`config.mk`:
```
export PLATFORM = sky130hd
export DESIGN_NAME = tx_frame_sched
export DESIGN_NICKNAME = d
export VERILOG_FILES = /design/src/rtl/tx_frame_sched.sv
export SDC_FILE = /design/constraint.sdc
export NUM_CORES = 1
export LEC_CHECK = 0
export BUFFER_PORTS_ARGS = -buffer_cell sky130_fd_sc_hd__buf_2
export CAP_MARGIN = 20
export CORE_UTILIZATION = 58
export CTS_BUF_LIST = sky130_fd_sc_hd__clkbuf_8
export CTS_CLUSTER_DIAMETER = 150
export DETAILED_ROUTE_END_ITERATION = 16
export GPL_TIMING_DRIVEN = 0
export PLACE_DENSITY = 0.87
export SLEW_MARGIN = 15
export SYNTH_ARGS = -nofsm -noshare
export SYNTH_HDL_FRONTEND = slang
export SYNTH_SLANG_ARGS = --single-unit
```
`constraint.sdc`:
```
create_clock -name clk_i -period 4.85 [get_ports clk_i]
set_input_delay 0.97 -clock clk_i [delete_from_list [all_inputs] [get_ports clk_i]]
set_output_delay 0.97 -clock clk_i [all_outputs]
set_load 0.02 [all_outputs]
```
`src/rtl/tx_frame_sched.sv`:
```
// Round-robin scheduler sharing one serial frame transmitter among four byte
// requesters, with loop-back check, timeout and bounded retransmission.
//
// state   | meaning
// S_IDLE  | waiting for a request; arbitrate and capture the winning byte
// S_LOAD  | pulse tx_en to start a frame
// S_SEND  | frame on the serial line for FRAME_LEN clocks
// S_CHECK | wait up to TMO clocks for the receiver verdict
// S_GAP   | idle gap, then resend (retry pending) or return to idle
module tx_frame_sched #(
  parameter int FRAME_LEN = 10,
  parameter int GAP       = 2,
  parameter int TMO       = 4,
  parameter int MAX_RETRY = 2
) (
  input  logic        clk_i,
  input  logic        rstn_i,
  input  logic [3:0]  req_i,
  input  logic [31:0] din_i,
  output logic [3:0]  ack_o,
  output logic [3:0]  done_o,
  output logic [3:0]  fail_o,
  output logic [7:0]  tx_data_o,
  output logic        tx_en_o,
  input  logic        rx_ro_i,
  input  logic        rx_per_i,
  output logic        busy_o
);

  typedef enum logic [2:0] {S_IDLE, S_LOAD, S_SEND, S_CHECK, S_GAP} state_t;

  localparam logic [3:0] FRAME_LAST = 4'(FRAME_LEN - 1);
  localparam logic [2:0] GAP_LAST   = 3'(GAP - 1);
  localparam logic [2:0] TMO_LAST   = 3'(TMO - 1);
  localparam logic [1:0] RETRY_MAX  = 2'(MAX_RETRY);

  state_t      state_q;
  logic [1:0]  rr_q, owner_q, retry_q;
  logic [3:0]  frame_cnt_q;
  logic [2:0]  gap_cnt_q, tmo_cnt_q;
  logic        retry_flag_q;
  logic [3:0]  ack_q, done_q, fail_q;
  logic [7:0]  tx_data_q;
  logic        tx_en_q, busy_q;

  logic        gnt_vld_d;
  logic [1:0]  gnt_idx_d, scan_idx_d;

  // First requester at or after rr_q, wrapping 3 -> 0.
  always_comb begin
    gnt_vld_d  = 1'b0;
    gnt_idx_d  = rr_q;
    scan_idx_d = rr_q;
    for (int k = 0; k < 4; k++) begin
      scan_idx_d = rr_q + 2'(k);
      if (!gnt_vld_d && req_i[scan_idx_d]) begin
        gnt_vld_d = 1'b1;
        gnt_idx_d = scan_idx_d;
      end
    end
  end

  always_ff @(posedge clk_i or negedge rstn_i) begin
    if (!rstn_i) begin
      state_q      <= S_IDLE;
      rr_q         <= 2'd0;
      owner_q      <= 2'd0;
      retry_q      <= 2'd0;
      frame_cnt_q  <= 4'd0;
      gap_cnt_q    <= 3'd0;
      tmo_cnt_q    <= 3'd0;
      retry_flag_q <= 1'b0;
      ack_q        <= 4'd0;
      done_q       <= 4'd0;
      fail_q       <= 4'd0;
      tx_data_q    <= 8'd0;
      tx_en_q      <= 1'b0;
      busy_q       <= 1'b0;
    end else begin
      ack_q   <= 4'd0;
      done_q  <= 4'd0;
      fail_q  <= 4'd0;
      tx_en_q <= 1'b0;
      case (state_q)
        S_IDLE: begin
          if (gnt_vld_d) begin
            ack_q        <= 4'b0001 << gnt_idx_d;
            tx_data_q    <= din_i[{gnt_idx_d, 3'b000} +: 8];
            owner_q      <= gnt_idx_d;
            retry_q      <= 2'd0;
            retry_flag_q <= 1'b0;
            rr_q         <= gnt_idx_d + 2'd1;
            busy_q       <= 1'b1;
            state_q      <= S_LOAD;
          end
        end
        S_LOAD: begin
          tx_en_q     <= 1'b1;
          frame_cnt_q <= FRAME_LAST;
          state_q     <= S_SEND;
        end
        S_SEND: begin
          if (frame_cnt_q == 4'd0) begin
            tmo_cnt_q <= TMO_LAST;
            state_q   <= S_CHECK;
          end else begin
            frame_cnt_q <= frame_cnt_q - 4'd1;
          end
        end
        S_CHECK: begin
          if (rx_ro_i && !rx_per_i) begin
            done_q       <= 4'b0001 << owner_q;
            retry_flag_q <= 1'b0;
            gap_cnt_q    <= GAP_LAST;
            state_q      <= S_GAP;
          end else if (rx_ro_i || tmo_cnt_q == 3'd0) begin
            gap_cnt_q <= GAP_LAST;
            state_q   <= S_GAP;
            if (retry_q < RETRY_MAX) begin
              retry_q      <= retry_q + 2'd1;
              retry_flag_q <= 1'b1;
            end else begin
              fail_q       <= 4'b0001 << owner_q;
              retry_flag_q <= 1'b0;
            end
          end else begin
            tmo_cnt_q <= tmo_cnt_q - 3'd1;
          end
        end
        S_GAP: begin
          if (gap_cnt_q == 3'd0) begin
            if (retry_flag_q) begin
              state_q <= S_LOAD;
            end else begin
              state_q <= S_IDLE;
              busy_q  <= 1'b0;
            end
          end else begin
            gap_cnt_q <= gap_cnt_q - 3'd1;
          end
        end
        default: begin
          state_q <= S_IDLE;
          busy_q  <= 1'b0;
        end
      endcase
    end
  end

  assign ack_o     = ack_q;
  assign done_o    = done_q;
  assign fail_o    = fail_q;
  assign tx_data_o = tx_data_q;
  assign tx_en_o   = tx_en_q;
  assign busy_o    = busy_q;

endmodule

```
==> results.yml <==
final_layout:
  syn2layout_area_growth_pct: 22.7
  layout.cells.most_common: "buf_2"
  mostFrequentLayoutCells: "66 x buf_2, 42 x dfrtp_1, 27 x nor2_1, 21 x inv_1, 11 x nand2_1"
  multiInputGateArea_mm2: 0.00102
  layout.nets: 333
  n_fill_cell: 264
  drive_gt1_frac: 0.333
  ff_latch_area_mm2: 0.00105
  antenna_cells: 0
power_and_ir_drop:
  leakage_nw: 1.37
  max-vdd-ir-drop_mv: 0.325
  power_mw: 1.66
  power.density_mw_per_mm2: 612
timing:
  setup_viol: 0
  slew_headroom: 0.400
  fin_crit_sh: 0.472
  fin_skew_ns: 0.00772
  maxSlewViolCount: 0
  setup-tns-final_ns: 0
  fin_crit_ns: 2.29
  rsz0062_at_grt: "false"
  max_freq_mhz: 437
  fin_ws_ns: 2.56
  holdWs_ns: 0.510
  tightest_slew_ns: 0.900
  hold_viol_final: 0
clock_network:
  cts_tree: "done"
  cts_buffers: 5
  cts.clk_slew.worst_paths_ns: 0.08
  clock-sinks: 42
  cts.htree.levels: 2
  post_cts_resized: 0
  post_cts_buffers: 0
  insertion_delay_ns: 0.30
  cts.path.max_buffers: 2
  hold_buffers: 0
  root_buffer: "clkbuf_8"
critical_path:
  startpoint_type: "primary input"
  slowest_stage: "o21ai_2"
  worst-path-buf-inv: 3
  ff2ff_setup_slack_ns: 2.80
  cp_data_required_time_ns: 5.03
  path_cells: "buf_2, nor2b_2, o21ai_2, and3_1, buf_4, buf_8, mux2i_1, a211oi_2"
  path_max_fanout: 10
  cp_slowest_stage_delay_ns: 0.34
  crit_family: "compound AO/OA/AOI/OAI gates"
  endpoint_kind: "register"
  crit_type: "in -> reg"
  arrival_ns: 2.47
synth:
  synthCells: 219
  synth_edf_count: 0
  yosys.cell_types.count: 48
  ys.flop_type: "dfrtp_1"
  ys_ff_latch: 42
  synth_warnings: 0
  netlist_area_mm2: 0.00222
  ys_seq_area_frac: 0.474
  avgSynthCellArea_um2: 10.1
  synthesis.nets: 265
  synthArstFlopShare: 1.00
die:
  rows: 22
  io_pins: 62
  core-area_mm2: 0.00366
  die_w_um: 63.8
  start_util: 0.605
  die_h_um: 63.8
  die_area_mm2: 0.00407
global_route:
  grt_max_degree: 43
  grt_use_total: 0.254
  grt_first_pass_wirelength_um: 7850
  grt_pass1_vias: 1767
  antenna_found_initial: 0
  overflow: 0
route:
  postRouteWirelength_um: 4540
  wl_per_cell_um: 13.5
  ant_nets: 0
  drcViolationCount: 0
  vias: 1869
  dr.pass1.iters: 7
  routed_via_density: 5.56
  first_iter_violations: 131
run:
  cap_violations: 0
hold_path:
  hold_path.class: "reg -> reg"
place:
  dpl.hpwl_um: 3280
  dpl_worst_slack_ns: 2.25
  portBuffers: 61
  gp_congestion: 0.776
outcome:
  outcome: "complete, no violations"
worst paths after layout:
path | end | cells after the start | from
min reg2reg | tmo_cnt_q[1] | 1 | tmo_cnt_q[1]
min in group asynchronous | state_q[0] | 1 | rstn_i
max | tx_data_o[7] | 8 | req_i[0]
max reg2reg | tx_data_o[4] | 6 | state_q[0]
min | tmo_cnt_q[1] | 1 | tmo_cnt_q[1]
max in group asynchronous | tx_data_o[4] | 1 | rstn_i
cell usage after synthesis (all sizes together), types with 5 or more instances:
library cell / n / area (um^2)
a31oi: 8 / 50.1
inv: 22 / 82.6
ha: 6 / 75.1
a21oi: 6 / 33.8
a211oi: 17 / 163
o21ai: 11 / 62.6
buf: 8 / 55.0
nor3: 5 / 25.0
nand2: 11 / 41.3
dfrtp: 42 / 1050
nor2: 27 / 101
mux2i: 10 / 100
cell type report:
type | instances | area share
clock inverters | 3 | 0.0253
clock buffers | 5 | 0.0253
flip-flops and latches | 42 | 0.387
multi-input cells | 145 | 0.375
inverters | 22 | 0.0304
well taps | 48 | 0.0221
repair buffers | 61 | 0.112
plain buffers | 10 | 0.0230
per-layer routing:
layer | part of all wire | vias up | wire length, um | GRT usage
met5 | 0 | - | 0 | 0
met4 | 0.025 | 0 | 115 | 0.105
met3 | 0.057 | 11 | 260 | 0.0607
met2 | 0.49 | 79 | 2250 | 0.424
met1 | 0.42 | 881 | 1920 | 0.314
li1 | - | 898 | - | -
cell families after synthesis:
logic type	synth area share
AOI/OAI and AO/OA	0.182
xor gates and xnor gates	0.0119
adders and majority gates	0.0339
buffers and inverters	0.0655
DFF	0.474
muxes	0.0655
and+or+nand+nor	0.167
where the power goes:
group	switching [mW]	internal [mW]
Combinational	0.470	0.318
Sequential	0.0723	0.469
Clock	0.126	0.206
Total	0.669	0.994
registers in the layout (all words and copies together) (netlist names):
name and cells:
state_q 3, gap_cnt_q 3, fail_o 4, owner_q 2, tmo_cnt_q 3, tx_en_o 1, ack_o 4, retry_flag_q 1
busy_o 1, tx_data_o 8, rr_q 2, frame_cnt_q 4, retry_q 2, done_o 4
through the flow:
step / area (um^2) / utilization / cells
after global placement: 2580 / 0.705 / 328
final: 2720 / 0.743 / 336
after detailed placement: 2580 / 0.705 / 328
after CTS: 2720 / 0.743 / 336
after global routing: 2720 / 0.743 / 336
after floorplan: 2220 / - / 219
Power figures use the tool's default switching activity.
